[config.mk]
export PLATFORM = sky130hd
export DESIGN_NAME = fetch_flat
export DESIGN_NICKNAME = d
export VERILOG_FILES = /design/src/rtl/sm83_pkg.sv /design/src/rtl/fetch_if.sv /design/src/rtl/fetch_buf.sv /design/src/rtl/fetch.sv /design/src/flat_wrapper.sv
export SDC_FILE = /design/constraint.sdc
export NUM_CORES = 1
export LEC_CHECK = 0
export ABC_AREA = 1
export BUFFER_PORTS_ARGS = -buffer_cell sky130_fd_sc_hd__buf_2
export CORE_ASPECT_RATIO = 1.75
export CORE_MARGIN = 5
export CORE_UTILIZATION = 50
export CTS_CLUSTER_DIAMETER = 100
export DETAILED_ROUTE_END_ITERATION = 16
export GPL_ROUTABILITY_DRIVEN = 0
export GPL_TIMING_DRIVEN = 0
export PLACE_DENSITY_LB_ADDON = 0.08
export SYNTH_ARGS = -nofsm -noshare
export SYNTH_HDL_FRONTEND = slang
export SYNTH_SLANG_ARGS = --single-unit
[constraint.sdc]
create_clock -name clk -period 1.9 [get_ports clk]
set_input_delay 0.285 -clock clk [delete_from_list [all_inputs] [get_ports clk]]
set_output_delay 0.285 -clock clk [all_outputs]
set_load 0.05 [all_outputs]
[src/rtl/sm83_pkg.sv]
// Shared SM83 core types and constants used by the fetch stage and its benches.
package sm83_pkg;

   typedef logic [7:0] instr_t;

   // Opcode that prefixes the extended (two-byte) instruction page.
   localparam instr_t OP_INSTR_16 = 8'hCB;

   typedef enum logic [1:0] {
      IDLE,
      REQ,
      DRAIN
   } fetch_state_t;

   typedef struct packed {
      logic [15:0] pc;
      instr_t      data;
   } fetch_entry_t;

endpackage

[src/rtl/fetch_if.sv]
// Memory read bus and instruction byte stream between fetch and its neighbours.
interface fetch_if;
   import sm83_pkg::*;

   logic        mem_req;
   logic [15:0] mem_addr;
   logic        mem_ack;
   logic [7:0]  mem_rdata;

   logic        ir_valid;
   logic        ir_ready;
   instr_t      instr;
   logic [15:0] instr_pc;
   logic        o_is_instr16;
   logic        i_cb_prefix;

   modport master (
      output mem_req, mem_addr,
      input  mem_ack, mem_rdata,
      output ir_valid, instr, instr_pc, o_is_instr16,
      input  ir_ready, i_cb_prefix
   );

   modport slave (
      input  mem_req, mem_addr,
      output mem_ack, mem_rdata,
      input  ir_valid, instr, instr_pc, o_is_instr16,
      output ir_ready, i_cb_prefix
   );

endinterface

[src/rtl/fetch_buf.sv]
// Two-entry FIFO of fetched bytes tagged with their address; flush wins over push/pop.
module fetch_buf
   import sm83_pkg::*;
#(
   parameter fetch_entry_t RESET_ENTRY = '0
) (
   input  logic         clk,
   input  logic         rst_n,
   input  logic         push,
   input  fetch_entry_t push_entry,
   input  logic         pop,
   input  logic         flush,
   output logic [1:0]   count,
   output fetch_entry_t head
);

   fetch_entry_t mem_q [2];
   fetch_entry_t mem_d [2];
   logic         wr_ptr_q, wr_ptr_d;
   logic         rd_ptr_q, rd_ptr_d;
   logic [1:0]   count_q, count_d;
   logic         push_ok, pop_ok;

   assign pop_ok  = pop && (count_q != 2'd0);
   assign push_ok = push && ((count_q != 2'd2) || pop_ok);

   always_comb begin
      // NOTE: every variable gets a default first so no path leaves it unassigned (no latch).
      mem_d    = mem_q;
      wr_ptr_d = wr_ptr_q;
      rd_ptr_d = rd_ptr_q;
      count_d  = count_q;
      if (flush) begin
         wr_ptr_d = 1'b0;
         rd_ptr_d = 1'b0;
         count_d  = 2'd0;
      end else begin
         if (push_ok) begin
            mem_d[wr_ptr_q] = push_entry;
            wr_ptr_d        = ~wr_ptr_q;
         end
         if (pop_ok) begin
            rd_ptr_d = ~rd_ptr_q;
         end
         count_d = count_q + {1'b0, push_ok} - {1'b0, pop_ok};
      end
   end

   always_ff @(posedge clk or negedge rst_n) begin
      if (!rst_n) begin
         // NOTE: storage is reset too (only two entries) so the head shows a defined value out of reset.
         mem_q[0] <= RESET_ENTRY;
         mem_q[1] <= RESET_ENTRY;
         wr_ptr_q <= 1'b0;
         rd_ptr_q <= 1'b0;
         count_q  <= 2'd0;
      end else begin
         // NOTE: sequential state uses <= so every flop samples pre-edge values.
         mem_q    <= mem_d;
         wr_ptr_q <= wr_ptr_d;
         rd_ptr_q <= rd_ptr_d;
         count_q  <= count_d;
      end
   end

   assign count = count_q;
   assign head  = mem_q[rd_ptr_q];

endmodule

[src/rtl/fetch.sv]
// SM83 instruction fetch: PC owner, single-outstanding byte reads, 2-entry tagged byte queue.
module fetch
   import sm83_pkg::*;
#(
   parameter logic [15:0] RESET_PC = 16'h0000
) (
   input  logic        clk,
   input  logic        rst_n,
   input  logic        redir_valid,
   input  logic [15:0] redir_pc,
   input  logic        i_halt,
   fetch_if.master     bus
);

   localparam fetch_entry_t RESET_ENTRY = '{pc: RESET_PC, data: 8'h00};

   fetch_state_t state_q, state_d;
   logic [15:0]  fetch_pc_q, fetch_pc_d;
   logic [15:0]  drain_addr_q, drain_addr_d;
   logic         cb_q, cb_d;

   logic [1:0]   buf_count;
   logic [1:0]   cnt_after;
   fetch_entry_t head;
   fetch_entry_t push_entry;
   logic         push, pop;

   // A redirect discards both the returning byte and any consume in the same cycle.
   assign pop        = bus.ir_valid && bus.ir_ready && !redir_valid;
   assign push       = (state_q == REQ) && bus.mem_ack && !redir_valid;
   assign push_entry = '{pc: fetch_pc_q, data: bus.mem_rdata};
   assign cnt_after  = buf_count + {1'b0, push} - {1'b0, pop};

   fetch_buf #(
      .RESET_ENTRY(RESET_ENTRY)
   ) u_buf (
      .clk        (clk),
      .rst_n      (rst_n),
      .push       (push),
      .push_entry (push_entry),
      .pop        (pop),
      .flush      (redir_valid),
      .count      (buf_count),
      .head       (head)
   );

   always_comb begin
      state_d      = state_q;
      fetch_pc_d   = fetch_pc_q;
      drain_addr_d = drain_addr_q;
      cb_d         = cb_q;

      if (pop) begin
         cb_d = bus.i_cb_prefix && !cb_q;
      end
      if (redir_valid) begin
         cb_d       = 1'b0;
         fetch_pc_d = redir_pc;
      end

      unique case (state_q)
         IDLE: begin
            if (!i_halt && (redir_valid || buf_count != 2'd2)) begin
               state_d = REQ;
            end
         end
         REQ: begin
            if (redir_valid) begin
               if (bus.mem_ack) begin
                  state_d = i_halt ? IDLE : REQ;
               end else begin
                  // Bus address must hold until the orphaned read completes.
                  state_d      = DRAIN;
                  drain_addr_d = fetch_pc_q;
               end
            end else if (bus.mem_ack) begin
               fetch_pc_d = fetch_pc_q + 16'd1;
               state_d    = (!i_halt && cnt_after != 2'd2) ? REQ : IDLE;
            end
         end
         DRAIN: begin
            // Queue is empty here: it was flushed on entry and drained data is dropped.
            if (bus.mem_ack) begin
               state_d = i_halt ? IDLE : REQ;
            end
         end
         default: state_d = IDLE;
      endcase
   end

   always_ff @(posedge clk or negedge rst_n) begin
      if (!rst_n) begin
         state_q      <= IDLE;
         fetch_pc_q   <= RESET_PC;
         drain_addr_q <= RESET_PC;
         cb_q         <= 1'b0;
      end else begin
         state_q      <= state_d;
         fetch_pc_q   <= fetch_pc_d;
         drain_addr_q <= drain_addr_d;
         cb_q         <= cb_d;
      end
   end

   assign bus.mem_req      = (state_q != IDLE);
   assign bus.mem_addr     = (state_q == DRAIN) ? drain_addr_q : fetch_pc_q;
   assign bus.ir_valid     = (buf_count != 2'd0);
   assign bus.instr        = head.data;
   assign bus.instr_pc     = head.pc;
   assign bus.o_is_instr16 = cb_q;

endmodule

[src/flat_wrapper.sv]
// flat-port wrapper written by rule: the top's interface ports become plain ports
module fetch_flat import sm83_pkg::*;
#(
   parameter logic [15:0] RESET_PC = 16'h0000
)
  (clk, rst_n, redir_valid, redir_pc, i_halt, bus_mem_req, bus_mem_addr, bus_mem_ack, bus_mem_rdata, bus_ir_valid, bus_instr, bus_instr_pc, bus_o_is_instr16, bus_ir_ready, bus_i_cb_prefix);
  fetch_if bus_i ();
  input  logic clk;
  input  logic rst_n;
  input  logic redir_valid;
  input  logic [15:0] redir_pc;
  input  logic i_halt;
  output wire logic [$bits(bus_i.mem_req)-1:0] bus_mem_req;
  output wire logic [$bits(bus_i.mem_addr)-1:0] bus_mem_addr;
  input wire logic [$bits(bus_i.mem_ack)-1:0] bus_mem_ack;
  input wire logic [$bits(bus_i.mem_rdata)-1:0] bus_mem_rdata;
  output wire logic [$bits(bus_i.ir_valid)-1:0] bus_ir_valid;
  output wire logic [$bits(bus_i.instr)-1:0] bus_instr;
  output wire logic [$bits(bus_i.instr_pc)-1:0] bus_instr_pc;
  output wire logic [$bits(bus_i.o_is_instr16)-1:0] bus_o_is_instr16;
  input wire logic [$bits(bus_i.ir_ready)-1:0] bus_ir_ready;
  input wire logic [$bits(bus_i.i_cb_prefix)-1:0] bus_i_cb_prefix;
  assign bus_mem_req = bus_i.mem_req;
  assign bus_mem_addr = bus_i.mem_addr;
  assign bus_i.mem_ack = bus_mem_ack;
  assign bus_i.mem_rdata = bus_mem_rdata;
  assign bus_ir_valid = bus_i.ir_valid;
  assign bus_instr = bus_i.instr;
  assign bus_instr_pc = bus_i.instr_pc;
  assign bus_o_is_instr16 = bus_i.o_is_instr16;
  assign bus_i.ir_ready = bus_ir_ready;
  assign bus_i.i_cb_prefix = bus_i_cb_prefix;
  fetch #(.RESET_PC(RESET_PC)) u_core (.clk(clk), .rst_n(rst_n), .redir_valid(redir_valid), .redir_pc(redir_pc), .i_halt(i_halt), .bus(bus_i));
endmodule
Word-level counts from Yosys, hierarchy flattened
Index checks and enable logic that the tools add are counted.

Bits in registers: 87. Bits in latches: 0. Memory bits (writable): 0. ROM bits: 0. Bits of input ports: 31. Output and inout port bits: 43. Word-level logic and storage cells: 82. Memories: 0.

Add/subtract/negate cells: 5. Multiply operators: 0. Div/mod/pow operators: 0. Magnitude comparators: 3. Eq/ne operators: 7. Shift operators: 0. Muxes and demuxes: 26. Bitwise operators: 6. Reductions and logical operators: 24.

Operators with widths (count): two-way mux 24 bit (4); two-way mux 16 bit (5); bitwise mux 48 bit (1); demux 24 bit (select 1 bit) (1); adder 16 x 1 -> 16 bit (second input constant) (1); two-way mux 2 bit (6); logical AND 1 bit (10); nonzero test 2 bit (5); two-way mux 1 bit (8); inequality test 2 bit (second input constant) (3); one-hot mux 2 bit (3 select lines) (1); AND reduction 3 bit (2); adder 2 x 1 -> 2 bit (2); greater-or-equal comparator 2 bit (second input constant) (2); inverter 1 bit (4); inverter 1 -> 2 bit (2); subtractor 2 x 1 -> 2 bit (2); zero test 1 bit (3); inequality test 3 bit (second input constant) (1); == test 2 x 1 -> 1 bit (second input constant) (1); == test 2 bit (second input constant) (1); zero test 2 bit (1); logical OR 1 bit (2); less-than comparator 2 x 1 -> 1 bit (second input constant) (1); other kinds (2) (2).

Logic depth before layout (Yosys ltp)
Gate-level depths: netlist of the first run.

Depth in word-level cells: 11. Gate-level depth with buffers: 16. Gate-level depth less buffers: 15.

Cells and area by module
From an unflattened synthesis of the first run, not the netlist that was laid out.

Cell total of the unflattened synthesis: 629. Area, all modules: 4744.6 um2.

Modules (own cells, without submodules): fetch_buf (instances 1, cells each 323, area an instance 2553.7 um2, sequential area each 1301.2 um2); fetch (instances 1, cells each 306, area an instance 2190.9 um2, sequential area each 875.8 um2).

Worst setup path after synthesis of the first run
Ideal clock, no wire load.

Kind: reg-to-output. Start point: register u_core.state_q[1]. End point: output bus_mem_addr[0]. Arrival time: 1.695 ns. Data required time: 1.615 ns. Setup slack: -0.080 ns. Stages on the path, launching flop included: 5. Buffers on the path: 1. Path through: dfrtp_1 nand2_1 clkbuf_1 nor2_1 a21oi_1.

Word-level cells in the longest chain between the ends: 2.

RTL lines: start, declared (line fetch.sv:17) `fetch_state_t state_q, state_d;`; start signal, assigned (line fetch.sv:98) `state_q <= state_d;`; == test 2 bit (line fetch.sv:106) `assign bus.mem_addr = (state_q == DRAIN) ? drain_addr_q : fetch_pc_q;`; two-way mux 16 bit (line fetch.sv:106); end, declared (line flat_wrapper.sv:14) `output wire logic [$bits(bus_i.mem_addr)-1:0] bus_mem_addr;`.

No other way between the ends.

Final worst setup path of the first run
Start point: register u_core.state_q[1]. End point: output bus_mem_addr[2].

Same word-level chain as after synthesis.

==> results.json, run 1 <==
{
  "grt_max_degree": 72,
  "grt_pass1_wl_um": 18910,
  "overflow": 0,
  "synth_area_sq_mm": 0.004388,
  "p_leak_uw": 0.002882,
  "synth_top_area_share_pct": 49.62,
  "maxSlewHeadroom_pct": 59.11,
  "dieWidth_um": 80.82,
  "drive_above_1_share_pct": 23.01,
  "yosysMostFrequentCell": "nand2_1",
  "drc": 0,
  "fin_ws_ps": 40.73,
  "crit_top_cell": "buf_4",
  "routed_via_density": 5.125,
  "setup_viol": 0,
  "antenna_cells": 0,
  "min_path_type": "in -> reg",
  "cts_root_buf": "clkbuf_16",
  "cts.htree.levels": 3,
  "crit_arrival_ps": 1570,
  "fin_hold_ws_ps": 184.1,
  "ys_seq_elements": 87,
  "grt_usage_pct": 22.67,
  "io-pin-count": 74,
  "slew_violations": 0,
  "critPathMaxStageDelay_ps": 430,
  "dpl.cell_count": 759,
  "tritoncts": "done",
  "yosys-top-cells-count": "nand2_1 (214), dfrtp_1 (87), o21ai_0 (70), inv_1 (43), nor2_1 (37)",
  "status": "complete, no violations",
  "power.total_uw": 9346,
  "core_area_sq_mm": 0.008615,
  "syn_nets": 604,
  "clock_sinks": 87,
  "clock_latency_ps": 330,
  "syn_avg_cell_area_sq_um": 7.725,
  "ys_top_cells_by_area": "dfrtp_1 (50%), nand2_1 (18%), o21ai_0 (8.0%)",
  "syn_to_final_growth_pct": 25.63,
  "cp_max_fo": 10,
  "start_util_pct": 50.94,
  "fin_skew_ps": 3.785,
  "routedWlPerCell_um": 14.81,
  "rsz0062_at_grt": "true",
  "ctsLongestPathBuffers": 2,
  "stdcell_count": 782,
  "antenna_found_initial": 0,
  "yosys.area.top_type": "dfrtp_1",
  "period_needed_ps": 1859,
  "dp_hpwl_um": 8647,
  "drt_iter0_drc": 198,
  "slowest_stage": "dfrtp_2",
  "hold_viol_final": 0,
  "drt_wl_total_um": 11580,
  "endpoint_kind": "output pin",
  "synthArstFlopShare_pct": 100.0,
  "path_cells": "nand2_2 > buf_4 > nor2_1 > a21oi_2 > buf_4",
  "maxCapViolCount": 0,
  "final_antenna_net_count": 0,
  "yosysWarnings": 0,
  "grt_pass1_vias": 3952,
  "yosysSeqAreaShare_pct": 49.62,
  "critPathKind": "reg -> out",
  "tns_ps": 0,
  "ir_worst_vdd_mv": 0.6502,
  "rows": 45,
  "power_density_mw_per_mm2": 1695,
  "worst_slew_pin_slew_ps": 613.3,
  "dieArea_sq_mm": 0.01082,
  "synth_cell_types": 28,
  "firstDrtPassIters": 5,
  "pre_cts_slack_ps": -323.8,
  "cts.clk_slew.worst_paths_ps": 60,
  "ys.flop_type": "dfrtp_1",
  "numPortBuffers": 73,
  "num_vias": 4008,
  "clock.fmax_mhz": 537.8,
  "cp-start-kind": "flip-flop",
  "syn_inst": 568,
  "die_h_um": 133.9,
  "worstPathRequired_ps": 1620,
  "cts_buffers": 9,
  "fin_nets": 696,
  "synth_edf_count": 0,
  "period_share_pct": 97.86
}
-- metal layers --
layer / wire length [um] / track usage (%) / part of all wire [%] / vias up
met2: 6251 / 41.03 / 54 / 110
met3: 510 / 3.091 / 4.4 / 29
met1: 4408 / 25.74 / 38 / 1877
met4: 410 / 10.06 / 3.5 / 0
met5: 0 / 0 / 0 / -
li1: - / - / - / 1992
-- metrics by stage --
step	util (%)	cell area (sq um)
2_1_floorplan	-	4431
3_5_place_dp	57.72	4972
6_report	63.99	5513
3_3_place_gp	57.37	4942
4_1_cts	62.75	5405
5_1_grt	63.99	5513
-- worst paths after layout --
path,from,slack (ps),depth (start not counted),end
setup / recovery,u_core.state_q[1],40,5,bus_mem_addr[2]
hold / removal,bus_mem_ack,180,2,u_core.state_q[1]
setup reg to reg,u_core.state_q[0],70,14,u_core.state_q[0]
hold reg to reg,u_core.u_buf.mem_q[47],480,2,u_core.u_buf.mem_q[47]
max in group asynchronous,rst_n,910,3,u_core.u_buf.mem_q[23]
min in group asynchronous,rst_n,370,2,u_core.u_buf.mem_q[30]
-- layout by cell type (no fill, tap or decap), types with 11 or more instances in the layout --
cell	count
nand2_1	212
buf_6	14
nand3_1	17
buf_2	52
dfrtp_1	85
nor2_1	35
o21ai_1	11
clkbuf_1	11
o21ai_0	69
inv_1	41
buf_4	23
-- critical path: cells and delay by family, from the launching register on --
family | cells | cell delay [ps]
simple gates | 2 | 250
flops | 1 | 430
compound gates | 1 | 130
buf+inv | 2 | 430
-- logic make-up after synthesis --
group / synth area share [%]
XOR/XNOR: 1.198
flip-flops: 49.62
AO/OA/AOI/OAI: 14.31
adder cells (fa/ha/maj): 1.426
AND/OR/NAND/NOR: 26.20
buffers and inverters: 7.242
-- flip-flops by register name, summed over array words and instances (netlist names) --
signal	count
u_core.u_buf.wr_ptr_q	1
u_core.u_buf.mem_q	48
u_core.fetch_pc_q	16
u_core.drain_addr_q	16
u_core.state_q	2
u_core.u_buf.rd_ptr_q	1
u_core.u_buf.count	2
u_core.bus.o_is_instr16	1
-- cell type report --
class / instances / area (sq um)
plain buffers: 25 / 165.2
clock buffers: 12 / 236.5
clock inverters: 4 / 70.07
fillers: 783 / 3102
inverters: 46 / 182.7
multi-input cells: 408 / 1983
flip-flops and latches: 87 / 2180
well taps: 117 / 146.4
repair buffers: 83 / 549.3
-- what timing repair did --
action | in CTS | in global routing
setup buffers | 5 | 3
resized for setup | 41 | 27
pin swaps | 2 | 10
setup endpoints to repair | 41 | 38
hold buffers | 1 | 0
hold endpoints to repair | 16 | 0
-- power by group --
part | total (uW) | leakage (uW) | switching (uW) | internal, uW
logic | 4480 | 0.00164 | 3150 | 1330
clock network | 1840 | 0.000151 | 687 | 1150
registers | 3030 | 0.00110 | 455 | 2570
(Power assumes the default switching activity.)
==> run 2, diff against run 1 <==
--- a/config.mk
+++ b/config.mk
@@ -7,7 +7,6 @@
 export LEC_CHECK = 0
 export ABC_AREA = 1
 export BUFFER_PORTS_ARGS = -buffer_cell sky130_fd_sc_hd__buf_2
-export CORE_ASPECT_RATIO = 1.75
 export CORE_MARGIN = 5
 export CORE_UTILIZATION = 50
 export CTS_CLUSTER_DIAMETER = 100
==> results.json, run 2 (synthesized netlist as in run 1, its figures left out) <==
{
  "mostFrequentLayoutCell": "nand2_1",
  "endpoint_kind": "flip-flop",
  "grt_usage_pct": 21.76,
  "period_needed_ps": 1881,
  "cp_max_fo": 2,
  "grt_pass1_vias": 4012,
  "worstPathRequired_ps": 2160,
  "routedWlPerCell_um": 14.67,
  "cts.clk_slew.worst_paths_ps": 90,
  "largest_reg_flops": 48,
  "cts.htree.levels": 3,
  "min_path_type": "in -> reg",
  "start_util_pct": 50.81,
  "cts_root_buf": "clkbuf_8",
  "hold_viol_final": 0,
  "tritoncts": "done",
  "dieWidth_um": 103.7,
  "cts_buffers": 9,
  "dieArea_sq_mm": 0.01075,
  "dp_hpwl_um": 8320,
  "num_vias": 4029,
  "tns_ps": 0,
  "numPortBuffers": 73,
  "drc": 0,
  "overflow": 0,
  "power_density_mw_per_mm2": 1648,
  "status": "complete, no violations",
  "syn_to_final_growth_pct": 24.44,
  "period_share_pct": 99.01,
  "rsz0062_at_grt": "true",
  "final_antenna_net_count": 0,
  "rows": 34,
  "worst_slew_pin_slew_ps": 592.0,
  "critPathKind": "reg -> reg",
  "core_area_sq_mm": 0.008636,
  "maxSlewHeadroom_pct": 60.53,
  "die_h_um": 103.7,
  "ctsLongestPathBuffers": 2,
  "routed_via_density": 5.179,
  "grt_pass1_wl_um": 19460,
  "fin_nets": 701,
  "clock.fmax_mhz": 531.6,
  "fin_skew_ps": 12.50,
  "p_leak_uw": 0.002855,
  "largest_register": "u_core.u_buf.mem_q",
  "reg_top3": "u_core.u_buf.mem_q (48), u_core.drain_addr_q (16), u_core.fetch_pc_q (16)",
  "antenna_found_initial": 0,
  "setup_viol": 0,
  "drive_above_1_share_pct": 23.88,
  "clock_sinks": 87,
  "drt_iter0_drc": 199,
  "cp-start-kind": "flip-flop",
  "final_cell_mix": "nand2_1 (212), dfrtp_1 (85), o21ai_0 (69)",
  "fin_area_sq_mm": 0.005460,
  "ir_worst_vdd_mv": 0.5513,
  "crit_arrival_ps": 2140,
  "placed_area_sq_mm": 0.004954,
  "firstDrtPassIters": 5,
  "power.total_uw": 8996,
  "clock_latency_ps": 360,
  "antenna_cells": 0,
  "grt_max_degree": 45,
  "slew_violations": 0,
  "drt_wl_total_um": 11420,
  "fin_hold_ws_ps": 134.6,
  "io-pin-count": 74,
  "maxCapViolCount": 0
}
run 2: area by class of cell:
| cell class | count | area [sq um] |
|---|---|---|
| flip-flops and latches | 87 | 2180 |
| well taps | 108 | 135.1 |
| fillers | 808 | 3176 |
| inverters | 46 | 181.4 |
| repair buffers | 88 | 578.1 |
| clock inverters | 6 | 92.59 |
| clock buffers | 10 | 127.6 |
| multi-input cells | 408 | 1997 |
| plain buffers | 25 | 168.9 |
run 2: critical path, stage by stage, from the launching register on:
cell,delay [ps]
dfrtp_1,390
inv_2,70
nor2_4,140
nand2_4,80
nor2_8,170
inv_8,50
ha_4,250
inv_2,40
ha_4,230
nor2_4,100
nand3_2,80
nand2_1,60
nand2_1,50
nand2_1,50
nand2_1,40
run 2: routing by layer:
layer  vias up  part of all wire [%]  global-route usage [%]
met1      1911                    44                   28.01
met2        87                    50                   36.48
met3        19                   3.8                   3.483
met4         0                   2.4                   8.973
met5         -                     0                       0
li1       2012                     -                       -
run 2: path summary, 6_finish.rpt:
| path | cells past startpoint | startpoint | slack [ps] | endpoint |
|---|---|---|---|---|
| worst min-delay path | 2 | bus_mem_ack | 130 | u_core.state_q[1] |
| worst min register to register | 2 | u_core.u_buf.mem_q[18] | 490 | u_core.u_buf.mem_q[18] |
| min in group asynchronous | 2 | rst_n | 460 | u_core.fetch_pc_q[13] |
| worst max-delay path | 14 | u_core.state_q[0] | 20 | u_core.state_q[0] |
| max in group asynchronous | 3 | rst_n | 790 | u_core.u_buf.mem_q[22] |
| worst max register to register | 14 | u_core.state_q[0] | 20 | u_core.state_q[0] |
run 2: timing repair:
action	in CTS	in global routing
setup buffers	5	8
hold endpoints to repair	43	0
setup endpoints to repair	41	38
pin swaps	3	9
hold buffers	1	0
gates resized for setup	45	25
run 2: power breakdown:
group          switching, uW  internal (uW)
logic                   3160           1370
clock network            698            748
registers                446           2570
run 2: stage by stage:
stage,utilization (%),worst slack [ps],cells
floorplan,-,-78.44,568
global placement,57.10,-283.5,749
detailed placement,57.36,-306.2,750
CTS,61.52,-35.08,770
global route,63.23,-73.22,778
finish,63.23,18.87,778
==> run 3, diff against run 2 <==
--- a/config.mk
+++ b/config.mk
@@ -5,7 +5,7 @@
 export SDC_FILE = /design/constraint.sdc
 export NUM_CORES = 1
 export LEC_CHECK = 0
-export ABC_AREA = 1
+export ABC_AREA = 0
 export BUFFER_PORTS_ARGS = -buffer_cell sky130_fd_sc_hd__buf_2
 export CORE_MARGIN = 5
 export CORE_UTILIZATION = 50
@@ -14,6 +14,7 @@
 export GPL_ROUTABILITY_DRIVEN = 0
 export GPL_TIMING_DRIVEN = 0
 export PLACE_DENSITY_LB_ADDON = 0.08
+export SKIP_CTS_REPAIR_TIMING = 1
 export SYNTH_ARGS = -nofsm -noshare
 export SYNTH_HDL_FRONTEND = slang
 export SYNTH_SLANG_ARGS = --single-unit
==> results.json, run 3 <==
{
  "slowest_stage": "or3_4",
  "cts_root_buf": "clkbuf_8",
  "path_cells": "buf_4 > nand3b_1 > or3_4 > nor2_8 > clkbuf_16 > mux2_4",
  "maxSlewHeadroom_pct": 62.38,
  "drive_above_1_share_pct": 57.86,
  "routed_via_density": 5.309,
  "syn_avg_cell_area_sq_um": 13.16,
  "status": "finished, violations left",
  "seq_area_sq_mm": 0.002183,
  "setup_viol": 53,
  "synth_area_sq_mm": 0.004343,
  "p_leak_uw": 0.002588,
  "start_util_pct": 50.54,
  "cts_buffers": 9,
  "slew_violations": 0,
  "power_frac_comb_pct": 48.9,
  "stdcell_count": 547,
  "period_share_pct": 109.8,
  "yosysMostFrequentCell": "dfrtp_1",
  "firstDrtPassIters": 4,
  "yosysWarnings": 0,
  "fin_skew_ps": 9.712,
  "grt_pass1_wl_um": 14500,
  "synth_edf_count": 0,
  "dpl.cell_count": 512,
  "yosysSeqAreaShare_pct": 50.13,
  "wl_met1_um": 4481,
  "largest_reg_flops": 48,
  "worstPathRequired_ps": 2140,
  "cts.htree.levels": 3,
  "drt_iter0_drc": 49,
  "syn_nets": 366,
  "dp_hpwl_um": 6434,
  "p_int_uw": 5280,
  "drt_wl_total_um": 9606,
  "final_antenna_net_count": 0,
  "drc": 0,
  "tritoncts": "done",
  "clkPwrFrac_pct": 16.6,
  "rsz0062_at_grt": "true",
  "min_path_type": "in -> reg",
  "overflow": 0,
  "clock.fmax_mhz": 479.5,
  "violations": "setup timing",
  "num_vias": 2904,
  "yosys.area.top_type": "dfrtp_1",
  "syn_inst": 330,
  "die_h_um": 103.2,
  "n_fill_cell": 680,
  "fin_ws_ps": -185.5,
  "crit_arrival_ps": 2320,
  "io-pin-count": 74,
  "period_needed_ps": 2085,
  "ys_top_cells_by_area": "dfrtp_1 (50%), mux2_2 (22%), mux2_4 (6.9%)",
  "syn_to_final_growth_pct": 28.35,
  "power_density_mw_per_mm2": 1591,
  "largest_register": "u_core.u_buf.mem_q",
  "hold_viol_final": 0,
  "grt_max_degree": 48,
  "rows": 34,
  "synth_top_area_share_pct": 50.13,
  "pre_cts_slack_ps": -581.7,
  "multi_input_area_sq_mm": 0.002127,
  "cp_max_fo": 7,
  "finish.utilization_pct": 64.87,
  "dr_wl_met2_um": 4550,
  "critPathMaxStageDelay_ps": 470,
  "swShare_pct": 40.46,
  "power_frac_seq_pct": 34.5,
  "top_layer": "met4",
  "numPortBuffers": 73,
  "maxCapViolCount": 0,
  "dieArea_sq_mm": 0.01065,
  "dieWidth_um": 103.2,
  "routedWlPerCell_um": 17.56,
  "power.total_uw": 8867,
  "p_sw_uw": 3587,
  "ctsLongestPathBuffers": 2,
  "cts.clk_slew.worst_paths_ps": 90,
  "final_cell_mix": "dfrtp_1 (82), mux2_2 (76), buf_2 (61)",
  "reg_top3": "u_core.u_buf.mem_q (48), u_core.drain_addr_q (16), u_core.fetch_pc_q (16)",
  "fin_nets": 470,
  "endpoint_kind": "flip-flop",
  "grt_pass1_vias": 2778,
  "cp-start-kind": "flip-flop",
  "clock_sinks": 87,
  "antenna_cells": 0,
  "mostFrequentLayoutCell": "dfrtp_1",
  "antenna_found_initial": 0,
  "grt_usage_pct": 18.01,
  "yosys-top-cells-count": "dfrtp_1 (87), mux2_2 (84), mux2_4 (20), o21ai_0 (16), nand2_1 (15)",
  "clock_latency_ps": 360,
  "ir_worst_vdd_mv": 0.8374,
  "worst_slew_pin_slew_ps": 564.3,
  "ys.flop_type": "dfrtp_1",
  "ys_seq_elements": 87,
  "synthArstFlopShare_pct": 100.0,
  "core_area_sq_mm": 0.008593,
  "synth_cell_types": 44,
  "critPathKind": "reg -> reg",
  "wl_met3_um": 422
}
==> run 3: per-layer routing <==
metal,vias to the layer above,GRT usage [%]
li1,1382,-
met1,1438,26.49
met2,72,26.99
met3,12,2.683
met4,0,6.972
met5,-,0
==> run 3: area by class of cell <==
cell class,count,area share [%]
Multi-Input combinational cell,218,38.16
Buffer,17,2.761
Inverter,6,0.4040
Tap cell,108,2.424
Timing Repair Buffer,95,12.95
Sequential cell,87,39.17
Clock buffer,10,2.469
Clock inverter,6,1.661
==> run 3: power by group through the flow <==
stage / combinational [uW] / sequential [uW] / clock, uW
2_1_floorplan: 3250 / 2930 / 0
3_3_place_gp: 3860 / 3020 / 0
3_5_place_dp: 3930 / 3060 / 0
4_1_cts: 3950 / 3030 / 1500
5_1_grt: 4570 / 3170 / 1580
6_report: 4340 / 3060 / 1470
==> run 3: final timing paths <==
path                                   startpoint                      to  slack (ps)  depth (start not counted)
max in group asynchronous                   rst_n       u_core.state_q[1]         790                          3
hold / removal                       redir_pc[10]   u_core.fetch_pc_q[10]         150                          3
setup reg to reg                u_core.state_q[1]  u_core.u_buf.mem_q[37]        -190                          6
min in group asynchronous                   rst_n   u_core.u_buf.mem_q[1]         450                          2
setup / recovery                u_core.state_q[1]  u_core.u_buf.mem_q[37]        -190                          6
hold reg to reg            u_core.u_buf.mem_q[13]  u_core.u_buf.mem_q[13]         510                          1
==> run 3: logic make-up (layout without fill, tap and decap cells) <==
family	count (synthesis)	count (layout)	synth area share, %
AO/OA/AOI/OAI	30	30	4.062
XOR/XNOR	15	15	3.025
adder cells (fa/ha/maj)	5	5	1.441
buffers and inverters	25	134	3.428
flip-flops	87	87	50.13
multiplexers	105	105	28.93
AND/OR/NAND/NOR	63	63	8.989
==> run 3: worst max-delay path, delay by kind of cell (launching register included) <==
kind / cells / cell delay [ps]
buffers and inverters: 2 / 360
DFF: 1 / 430
muxes: 1 / 290
and+or+nand+nor: 3 / 890
==> run 3: stage by stage <==
stage	setup TNS, ps	hold WS [ps]	instance area (sq um)
final	-5282	145.4	5574
after global routing	-9322	141.8	5574
after CTS	-22460	-81.61	5119
after detailed placement	-8966	317.0	4888
after global placement	-28370	480.8	4858
after floorplan	-119.2	-10.59	4358
